===== config.mk =====
export PLATFORM = sky130hd
export DESIGN_NAME = exe_unit_w2
export DESIGN_NICKNAME = d
export VERILOG_FILES = /design/src/rtl/exe_unit_w2.sv
export SDC_FILE = /design/constraint.sdc
export NUM_CORES = 1
export LEC_CHECK = 0
export CORE_ASPECT_RATIO = 1.25
export CORE_MARGIN = 2
export CORE_UTILIZATION = 45
export DETAILED_ROUTE_END_ITERATION = 8
export PLACE_DENSITY_LB_ADDON = 0.05
export SLEW_MARGIN = 15
export SYNTH_ARGS = -nofsm -noshare
export SYNTH_HDL_FRONTEND = slang
export SYNTH_SLANG_ARGS = --single-unit

===== constraint.sdc =====
create_clock -name i_clk -period 8.3 [get_ports i_clk]
set_clock_uncertainty 0.05 [all_clocks]
set_input_delay 2.49 -clock i_clk [delete_from_list [all_inputs] [get_ports i_clk]]
set_output_delay 2.49 -clock i_clk [all_outputs]
set_load 0.02 [all_outputs]

===== src/rtl/exe_unit_w2.sv =====
`default_nettype none
// ============================================================================
// Module  : exe_unit_w2
// Purpose : Signed execution unit with a valid/ready request interface.
//           ADD, SUB and SHL (and illegal/divide-by-zero requests) complete in
//           one cycle. MUL, DIV and REM iterate M times over operand
//           magnitudes (shift-add multiply, restoring divide). The sign is
//           applied at the end. One operation is in flight at a time.
// Ports   : i_clk     rising-edge clock
//           i_rsn     asynchronous active-low reset
//           i_valid   request valid, sampled only while o_ready is high
//           o_ready   unit idle, request can be accepted
//           i_oper    opcode 0 ADD, 1 SUB, 2 MUL, 3 DIV, 4 REM, 5 SHL
//           i_argA    signed operand A
//           i_argB    signed operand B (unsigned shift amount for SHL)
//           o_valid   one-cycle pulse, result/status issued
//           o_result  result, held until the next issue
//           o_status  {error, overflow, negative, zero}
// Revision: 1.0  initial release
// ============================================================================
module exe_unit_w2 #(
    parameter int M = 4,
    parameter int N = 3
) (
    input  logic         i_clk,
    input  logic         i_rsn,
    input  logic         i_valid,
    output logic         o_ready,
    input  logic [N-1:0] i_oper,
    input  logic [M-1:0] i_argA,
    input  logic [M-1:0] i_argB,
    output logic         o_valid,
    output logic [M-1:0] o_result,
    output logic [3:0]   o_status
);

    localparam int c_cw = $clog2(M + 1);

    localparam logic [N-1:0] c_op_add = N'(0);
    localparam logic [N-1:0] c_op_sub = N'(1);
    localparam logic [N-1:0] c_op_mul = N'(2);
    localparam logic [N-1:0] c_op_div = N'(3);
    localparam logic [N-1:0] c_op_rem = N'(4);
    localparam logic [N-1:0] c_op_shl = N'(5);

    typedef enum logic [1:0] {
        c_idle = 2'd0,
        c_busy = 2'd1,
        c_done = 2'd2
    } state_t;

    // ------------------------------------------------------------------------
    // Registers
    // ------------------------------------------------------------------------
    state_t          r_state;
    logic            r_ready;
    logic            r_valid;
    logic [M-1:0]    r_result;
    logic [3:0]      r_status;
    logic [N-1:0]    r_op;
    logic            r_neg_a;   // sign of A, gives the remainder sign
    logic            r_neg_q;   // sign of A xor sign of B, product/quotient sign
    logic [c_cw-1:0] r_cnt;
    logic [M-1:0]    r_opnd;    // multiplicand magnitude or divisor magnitude
    logic [2*M-1:0]  r_acc;     // {product high, multiplier} or {remainder, dividend/quotient}

    // ------------------------------------------------------------------------
    // Single-cycle datapath, evaluated on the request inputs at acceptance
    // ------------------------------------------------------------------------
    logic [M-1:0]    w_mag_a;
    logic [M-1:0]    w_mag_b;
    logic [M-1:0]    w_sum;
    logic [M-1:0]    w_diff;
    logic [c_cw-1:0] w_sh_amt;
    logic [2*M-1:0]  w_sh_full;
    logic [M-1:0]    w_fast_res;
    logic            w_fast_ovf;
    logic            w_fast_err;
    logic            w_is_long;

    // MIN maps onto itself, which is the correct unsigned magnitude 2^(M-1)
    assign w_mag_a = i_argA[M-1] ? -i_argA : i_argA;
    assign w_mag_b = i_argB[M-1] ? -i_argB : i_argB;
    assign w_sum   = i_argA + i_argB;
    assign w_diff  = i_argA - i_argB;

    // Any amount >= M behaves like M: the low M bits are all zero and the
    // value is representable only when A is zero.
    assign w_sh_amt  = (32'(i_argB) >= M) ? c_cw'(M) : c_cw'(i_argB);
    assign w_sh_full = {{M{i_argA[M-1]}}, i_argA} << w_sh_amt;

    always_comb begin
        w_fast_res = '0;
        w_fast_ovf = 1'b0;
        w_fast_err = 1'b0;
        w_is_long  = 1'b0;
        case (i_oper)
            c_op_add: begin
                w_fast_res = w_sum;
                w_fast_ovf = (i_argA[M-1] == i_argB[M-1]) && (w_sum[M-1] != i_argA[M-1]);
            end
            c_op_sub: begin
                w_fast_res = w_diff;
                w_fast_ovf = (i_argA[M-1] != i_argB[M-1]) && (w_diff[M-1] != i_argA[M-1]);
            end
            c_op_mul: begin
                w_is_long = 1'b1;
            end
            c_op_div, c_op_rem: begin
                if (i_argB == '0) begin
                    w_fast_err = 1'b1;
                end else begin
                    w_is_long = 1'b1;
                end
            end
            c_op_shl: begin
                w_fast_res = w_sh_full[M-1:0];
                // Bits [2M-1:M-1] must all equal the sign for the value to fit
                w_fast_ovf = ~((&w_sh_full[2*M-1:M-1]) | ~(|w_sh_full[2*M-1:M-1]));
            end
            default: begin
                w_fast_err = 1'b1;
            end
        endcase
    end

    // ------------------------------------------------------------------------
    // Iterative datapath, one step per BUSY cycle
    // ------------------------------------------------------------------------
    logic [M:0]     w_mul_hi;
    logic [2*M-1:0] w_mul_next;
    logic [M:0]     w_rem_top;
    logic           w_trial_ge;
    logic [M-1:0]   w_rem_next;
    logic [2*M-1:0] w_div_next;
    logic [2*M-1:0] w_step_acc;

    // Shift-add multiply: add multiplicand into the high half when the
    // current multiplier bit is set, then shift the whole accumulator right.
    assign w_mul_hi   = {1'b0, r_acc[2*M-1:M]} + (r_acc[0] ? {1'b0, r_opnd} : '0);
    assign w_mul_next = {w_mul_hi, r_acc[M-1:1]};

    // Restoring divide: bring the next dividend bit into the remainder and
    // subtract the divisor when it fits. The remainder stays below the
    // divisor, so the difference always fits in M bits.
    assign w_rem_top  = r_acc[2*M-1:M-1];
    assign w_trial_ge = (w_rem_top >= {1'b0, r_opnd});
    assign w_rem_next = w_rem_top[M-1:0] - r_opnd;
    assign w_div_next = {(w_trial_ge ? w_rem_next : w_rem_top[M-1:0]), r_acc[M-2:0], w_trial_ge};

    assign w_step_acc = (r_op == c_op_mul) ? w_mul_next : w_div_next;

    // Sign application on the value produced by the final step
    logic [2*M-1:0] w_prod_s;
    logic [M-1:0]   w_quo;
    logic [M-1:0]   w_quo_s;
    logic [M-1:0]   w_rmd;
    logic [M-1:0]   w_rmd_s;
    logic [M-1:0]   w_long_res;
    logic           w_long_ovf;

    assign w_prod_s = r_neg_q ? -w_step_acc : w_step_acc;
    assign w_quo    = w_step_acc[M-1:0];
    assign w_quo_s  = r_neg_q ? -w_quo : w_quo;
    assign w_rmd    = w_step_acc[2*M-1:M];
    assign w_rmd_s  = r_neg_a ? -w_rmd : w_rmd;

    always_comb begin
        w_long_res = w_rmd_s;
        w_long_ovf = 1'b0;
        if (r_op == c_op_mul) begin
            w_long_res = w_prod_s[M-1:0];
            w_long_ovf = ~((&w_prod_s[2*M-1:M-1]) | ~(|w_prod_s[2*M-1:M-1]));
        end else if (r_op == c_op_div) begin
            w_long_res = w_quo_s;
            // A positive quotient of magnitude 2^(M-1) (only MIN / -1) does not fit
            w_long_ovf = ~r_neg_q & w_quo[M-1];
        end
    end

    function automatic logic [3:0] f_status(input logic [M-1:0] res, input logic ovf, input logic err);
        return {err, ovf, res[M-1], (res == '0)};
    endfunction

    // ------------------------------------------------------------------------
    // Control
    // ------------------------------------------------------------------------
    always_ff @(posedge i_clk or negedge i_rsn) begin
        if (!i_rsn) begin
            r_state  <= c_idle;
            r_ready  <= 1'b1;
            r_valid  <= 1'b0;
            r_result <= '0;
            r_status <= '0;
            r_op     <= '0;
            r_neg_a  <= 1'b0;
            r_neg_q  <= 1'b0;
            r_cnt    <= '0;
            r_opnd   <= '0;
            r_acc    <= '0;
        end else begin
            case (r_state)
                c_idle: begin
                    r_valid <= 1'b0;
                    if (i_valid && r_ready) begin
                        r_op    <= i_oper;
                        r_neg_a <= i_argA[M-1];
                        r_neg_q <= i_argA[M-1] ^ i_argB[M-1];
                        r_cnt   <= '0;
                        r_ready <= 1'b0;
                        if (w_is_long) begin
                            r_state <= c_busy;
                            if (i_oper == c_op_mul) begin
                                r_opnd <= w_mag_a;
                                r_acc  <= {{M{1'b0}}, w_mag_b};
                            end else begin
                                r_opnd <= w_mag_b;
                                r_acc  <= {{M{1'b0}}, w_mag_a};
                            end
                        end else begin
                            r_state  <= c_done;
                            r_valid  <= 1'b1;
                            r_result <= w_fast_res;
                            r_status <= f_status(w_fast_res, w_fast_ovf, w_fast_err);
                        end
                    end
                end
                c_busy: begin
                    r_acc <= w_step_acc;
                    if (r_cnt == c_cw'(M - 1)) begin
                        r_state  <= c_done;
                        r_valid  <= 1'b1;
                        r_result <= w_long_res;
                        r_status <= f_status(w_long_res, w_long_ovf, 1'b0);
                    end else begin
                        r_cnt <= r_cnt + 1'b1;
                    end
                end
                c_done: begin
                    r_state <= c_idle;
                    r_ready <= 1'b1;
                    r_valid <= 1'b0;
                end
                default: begin
                    r_state <= c_idle;
                    r_ready <= 1'b1;
                    r_valid <= 1'b0;
                end
            endcase
        end
    end

    assign o_ready  = r_ready;
    assign o_valid  = r_valid;
    assign o_result = r_result;
    assign o_status = r_status;

endmodule
`default_nettype wire


==> impl_metrics.csv, run 1 <==
group,metric,value,unit
sta,tns,0,ns
floorplan,dieWidth,76.5,um
clock_network,cts_max_level,2,
grt,antenna_found_initial,0,
logic_synthesis,synth_top_area_share,25.4,%
floorplan,rows,33,
sta,rsz0062_at_grt,"false",
setup_path,crit_slowest_cell,"nor2_1",
place,dp_hpwl,5.62,mm
sta,period_needed,5.13,ns
min_path,hold_class,"reg2reg",
setup_path,cp.arrival,5.24,ns
floorplan,initial_core_util,45.9,%
sta,post-route-period-util,61.9,%
logic_synthesis,yosysSeqAreaShare,26.3,%
setup_path,worstPathRequired,8.41,ns
clock_network,ctsResizeCount,0,
min_path,min_path_cells,2,
grt,grt_max_degree,32,
final_layout,nNetsFinal,413,
grt,grt_overflow,0,
logic_synthesis,synth_edf_count,0,
clock_network,clockRootBuffer,"clkbuf_8",
clock_network,clk_latency,0.29,ns
final_layout,final_cell_area,3320,um^2
detailed_routing,drt_iter0_drc,107,
detailed_routing,drc_errors,0,
logic_synthesis,syn-num-nets,401,
grt,grt_pass1_vias,2422,
detailed_routing,routed_wl,7.12,mm
floorplan,dieArea,7240,um^2
power,power.leakage,1.38,nW
logic_synthesis,synth-seq-cells,31,
logic_synthesis,yosys_most_used_dff,"dfrtp_1",
setup_path,cp-end-kind,"flip-flop",
place,placed_area,3210,um^2
min_path,holdPathEnd,"o_result[0]$_DFFE_PN0P_",
flow_run,max_cap_viol_count,0,
clock_network,clock-sinks,31,
logic_synthesis,synth.area.top_cells,"dfrtp_1 (25%), ha_1 (8.5%), nand2_1 (5.2%), o21ai_0 (4.9%), a21oi_1 (4.6%)",
setup_path,rr_worst_depth,14,
clock_network,tritoncts,"built",
setup_path,rrSetupSlack,4.94,ns
sta,relSlewSlack,41.9,%
sta,timing.final.hold_violations,0,
detailed_routing,wl_met3,102,um
sta,worst_pin_slew,0.868,ns
setup_path,start_kind,"input port",
clock_network,cts_hold_buf,0,
clock_network,cts_buffers,5,
logic_synthesis,async_flop_share,100,%
floorplan,coreArea,6440,um^2
final_layout,drive_gt1_share,7.71,%
sta,setup_viol,0,
run_status,status,"finished clean",
logic_synthesis,syn-cell-area,2960,um^2
setup_path,crit_type,"in2reg",
floorplan,io-pin-count,24,
logic_synthesis,synth_cell_type_count,61,
setup_path,r2r_end,"o_status[2]$_DFFE_PN0P_",
sta,hold-worst-slack,0.445,ns
power,vdd_drop_max,0.148,mV
clock_network,clock_path_buffers,2,
setup_path,cpPeakStageDelay,0.67,ns
clock_network,post-cts-setup-buffers,0,
place,gp_congestion,0.792,
detailed_routing,route.layer.met1.wl,3.22,mm
logic_synthesis,synth_top_area_cell,"dfrtp_1",
grt,grt_pass1_wl,12.0,mm
logic_synthesis,synth_warnings,0,
grt,grt_usage,21.0,%
detailed_routing,viasPerCell,5.67,
final_layout,area_growth,12.4,%
logic_synthesis,syn_avg_cell_area,8.15,um^2
logic_synthesis,syn_inst,363,
setup_path,path_cells,"clkdlybuf4s50_1, nand2b_1, nor2_1, a21oi_1, o21ai_0, nand2_1, nand2_1, nor4_1, a21oi_1, o31ai_2",
place,portBuffers,23,
setup_path,timing.rr.start,"r_acc[3]$_DFFE_PN0P_",
final_layout,antenna_cells,0,
detailed_routing,post_drt_wl_per_cell,15.4,um
setup_path,crit_path_max_fanout,15,
detailed_routing,dr.pass1.iters,4,
sta,max_freq,195,MHz
detailed_routing,ant_nets,0,
min_path,worstHoldStart,"o_result[0]$_DFFE_PN0P_",
sta,final-max-slew-violation-count,0,
detailed_routing,via_count,2626,
detailed_routing,wl_met2,3.62,mm
power,power.density,450,nW/um^2
detailed_routing,routed.top_layer,"met4",
clock_network,clk_pin_slew,0.07,ns
floorplan,die_height,94.6,um
==> cells in the mapped netlist (4+ instances only) <==
cell type	number
nand3_1	8
o21ai_0	29
o22ai_1	4
ha_1	20
nand2_1	41
mux2i_1	10
xnor2_1	11
a31oi_1	7
clkbuf_1	14
nand3b_1	4
nor2_1	35
o211ai_1	4
a21oi_1	27
mux2_2	5
dfrtp_1	30
nor3_1	11
fa_1	4
a211oi_1	5
nor2b_1	5
nand2b_1	10
inv_1	21
==> worst max-delay path by stage <==
stage / from / endpoint / slack, ns / cells after the start
floorplan: i_oper[1] / o_status[0]$_DFFE_PN0P_ / 3.90 / 9
global placement: i_oper[0] / o_status[0]$_DFFE_PN0P_ / 2.97 / 9
detailed placement: i_oper[0] / o_status[0]$_DFFE_PN0P_ / 2.87 / 9
CTS: i_oper[0] / o_status[0]$_DFFE_PN0P_ / 3.17 / 9
global route: i_oper[2] / o_status[0]$_DFFE_PN0P_ / 2.77 / 10
finish: i_oper[2] / o_status[0]$_DFFE_PN0P_ / 3.17 / 10
==> logic make-up after synthesis <==
| family | after synthesis | synth area share (%) |
|---|---|---|
| simple gates | 138 | 23.5 |
| flops | 31 | 26.3 |
| fa+ha+maj | 24 | 11.2 |
| xor+xnor | 12 | 3.55 |
| compound gates | 101 | 23.2 |
| mux | 16 | 6.05 |
| buf+inv | 41 | 6.26 |
==> area by class of cell <==
type | count | area [um^2]
clock buffer | 6 | 82.6
clock inverter | 2 | 35.0
fill | 644 | 3120
inverter | 21 | 78.8
multi-input combinational | 291 | 2000
sequential | 31 | 777
tap | 87 | 109
timing repair buffer | 25 | 245
==> layer usage <==
metal  up-vias  global-route usage [%]
met5         -                       0
met4         0                    8.18
met3        14                    2.10
met1      1251                    26.9
li1       1328                       -
met2        33                    36.8
==> stage by stage <==
step	cells	setup WS, ns	utilization [%]	total power [mW]
finish	463	3.17	51.6	1.49
global route	463	2.77	51.6	1.64
CTS	463	3.17	51.6	1.50
detailed placement	455	2.87	49.8	1.34
global placement	455	2.97	49.8	1.34
floorplan	363	3.90	-	1.12
==> power breakdown <==
| group | switching (mW) | internal, mW |
|---|---|---|
| clock | 0.0591 | 0.0971 |
| sequential | 0.0754 | 0.225 |
| combinational | 0.594 | 0.445 |
| total | 0.728 | 0.766 |
==> sequential cells by signal (all words and copies together), names as in the netlist <==
name      flops
r_acc         8
o_status      4
r_opnd        4
o_result      3
r_cnt         3
r_op          3
r_state       2
o_ready       1
o_valid       1
r_neg_a       1
r_neg_q       1
==> critical path: cells and delay by family <==
kind                   cells  cell delay, ns
buffers and inverters      1            0.56
AND/OR/NAND/NOR            5            1.41
AO/OA/AOI/OAI              4            0.79
==> placed cells by master (no fill, tap or decap), types with 3 or more instances in the layout <==
master	instances
nand2_1	41
nor2_1	35
dfrtp_1	30
o21ai_0	29
a21oi_1	27
clkdlybuf4s50_1	23
inv_1	21
ha_1	20
xnor2_1	11
nor3_1	11
nand2b_1	10
mux2i_1	10
nand3_1	8
a31oi_1	7
clkbuf_8	6
a211oi_1	5
nor2b_1	5
mux2_2	5
o211ai_1	4
nand3b_1	4
o22ai_1	4
fa_1	4
nor4_1	3
and2_1	3
o21a_1	3
Note: power is estimated with default switching activity, not from simulation.
==> run 2: changes to the inputs <==
==> constraint.sdc (replaced) <==
create_clock -name i_clk -period 4.4 [get_ports i_clk]
set_clock_uncertainty 0.05 [all_clocks]
set_input_delay 1.32 -clock i_clk [delete_from_list [all_inputs] [get_ports i_clk]]
set_output_delay 1.32 -clock i_clk [all_outputs]
set_load 0.02 [all_outputs]
==> impl_metrics.csv, run 2 (same netlist as run 1, synthesis figures left out) <==
group,metric,value,unit
run_status,status,"finished clean",
setup_path,crit_type,"in2reg",
setup_path,crit_top_cell,"a21oi_1",
power,p_switching,1.37,mW
sta,relSlewSlack,47.0,%
min_path,worstHoldStart,"o_ready$_DFFE_PN1P_",
final_layout,largest_reg_flops,8,
setup_path,cp-end-kind,"flip-flop",
power,pwr-share-seq,20.1,%
power,vdd_drop_max,0.422,mV
final_layout,area_growth,13.6,%
sta,setup_viol,0,
sta,final-max-slew-violation-count,0,
setup_path,crit_slowest_cell,"clkdlybuf4s50_1",
final_layout,regMostFlops,"r_acc",
clock_network,ctsResizeCount,0,
detailed_routing,via_count,2651,
clock_network,cts_buffers,5,
detailed_routing,routed_wl,7.32,mm
clock_network,clock-sinks,31,
sta,worst_pin_slew,0.793,ns
setup_path,timing.rr.start,"r_acc[3]$_DFFE_PN0P_",
sta,period_needed,3.60,ns
floorplan,coreArea,6440,um^2
place,gp_congestion,0.833,
flow_run,max_cap_viol_count,0,
sta,timing.final.hold_violations,0,
grt,grt_pass1_wl,12.4,mm
detailed_routing,drt_iter0_drc,125,
final_layout,final_core_util,52.2,%
sta,max_freq,277,MHz
grt,antenna_found_initial,0,
grt,grt_overflow,0,
floorplan,dieArea,7240,um^2
setup_path,cp.arrival,3.75,ns
clock_network,clk_pin_slew,0.07,ns
power,power.density,839,nW/um^2
power,p_comb_share,69.5,%
grt,grt_pass1_vias,2583,
sta,tns,0,ns
final_layout,nNetsFinal,418,
detailed_routing,viasPerCell,5.66,
floorplan,rows,33,
clock_network,clock_path_buffers,2,
clock_network,post-cts-setup-buffers,0,
min_path,hold_class,"reg2reg",
power,intPower,1.45,mW
setup_path,path_cells,"clkdlybuf4s50_1, inv_1, ha_1, inv_1, a21oi_1, o21bai_1, a21oi_1, xnor2_1, a22o_1, nor4_1, a21oi_1, o31ai_2",
final_layout,layout_commonest_cell,"nand2_1",
power,swShare,48.5,%
clock_network,tritoncts,"built",
floorplan,dieWidth,76.5,um
floorplan,initial_core_util,45.9,%
clock_network,cts_hold_buf,0,
sta,rsz0062_at_grt,"false",
final_layout,final_cell_mix,"nand2_1 (41), nor2_1 (35), dfrtp_1 (30)",
floorplan,io-pin-count,24,
power,power.leakage,1.41,nW
final_layout,drive_gt1_share,8.92,%
grt,grt_usage,21.7,%
clock_network,cts_max_level,2,
sta,post-route-period-util,81.9,%
place,portBuffers,23,
clock_network,clk_latency,0.28,ns
floorplan,die_height,94.6,um
clock_network,clockRootBuffer,"clkbuf_8",
detailed_routing,ant_nets,0,
setup_path,worstPathRequired,4.54,ns
power,power_frac_clock,10.4,%
final_layout,antenna_cells,0,
setup_path,startpoint,"i_argA[0]",
setup_path,start_kind,"input port",
final_layout,fillerInstances,668,
detailed_routing,dr.pass1.iters,4,
grt,grt_max_degree,32,
setup_path,cpPeakStageDelay,0.69,ns
setup_path,crit_path_max_fanout,11,
detailed_routing,drc_errors,0,
place,dp_hpwl,5.79,mm
detailed_routing,post_drt_wl_per_cell,15.6,um
## run 2: metal layers
metal	up-vias	share of wire (%)	GRT usage, %
met5	-	0	0
met4	0	2.2	7.42
met3	13	1.8	2.20
met2	41	54	41.2
met1	1268	42	25.6
li1	1329	-	-
## run 2: area by class of cell
type	count	area, um^2	share of cell area, %
inverter	21	78.8	2.35
sequential	31	777	23.1
timing repair buffer	30	283	8.41
clock inverter	2	35.0	1.04
clock buffer	6	82.6	2.46
multi-input combinational	291	2000	59.4
tap	87	109	3.24
## run 2: final timing paths
path                                      endpoint  cells past startpoint  slack, ns
hold / removal                 o_ready$_DFFE_PN1P_                      2       0.45
hold reg to reg                o_ready$_DFFE_PN1P_                      2       0.45
setup / recovery           o_status[0]$_DFFE_PN0P_                     12       0.80
setup reg to reg           o_status[2]$_DFFE_PN0P_                     13       0.95
min in group asynchronous     r_acc[6]$_DFFE_PN0P_                      2       1.38
max in group asynchronous      o_ready$_DFFE_PN1P_                      2       2.59
## run 2: critical path: cells and delay by family
kind	cells	cell delay (ns)
buffers and inverters	3	0.92
AO/OA/AOI/OAI	6	0.84
AND/OR/NAND/NOR	1	0.32
adder cells (fa/ha/maj)	1	0.22
XOR/XNOR	1	0.13
## run 2: power groups by stage
stage / Sequential, mW / Combinational [mW] / Clock [mW]
floorplan: 0.568 / 1.54 / 0
global placement: 0.572 / 1.93 / 0
detailed placement: 0.574 / 1.95 / 0
CTS: 0.570 / 1.96 / 0.297
global route: 0.589 / 2.19 / 0.307
finish: 0.567 / 1.96 / 0.293
## run 2: stage by stage
stage | worst slack, ns | instance area (um^2) | std cells | hold WS (ns) | total power [mW]
finish | 0.795 | 3360 | 468 | 0.453 | 2.82
detailed placement | 0.478 | 3240 | 460 | 0.444 | 2.53
global placement | 0.494 | 3240 | 460 | 0.437 | 2.50
global route | 0.474 | 3360 | 468 | 0.486 | 3.09
floorplan | 1.17 | 2960 | 363 | 0.418 | 2.11
CTS | 0.772 | 3360 | 468 | 0.459 | 2.83
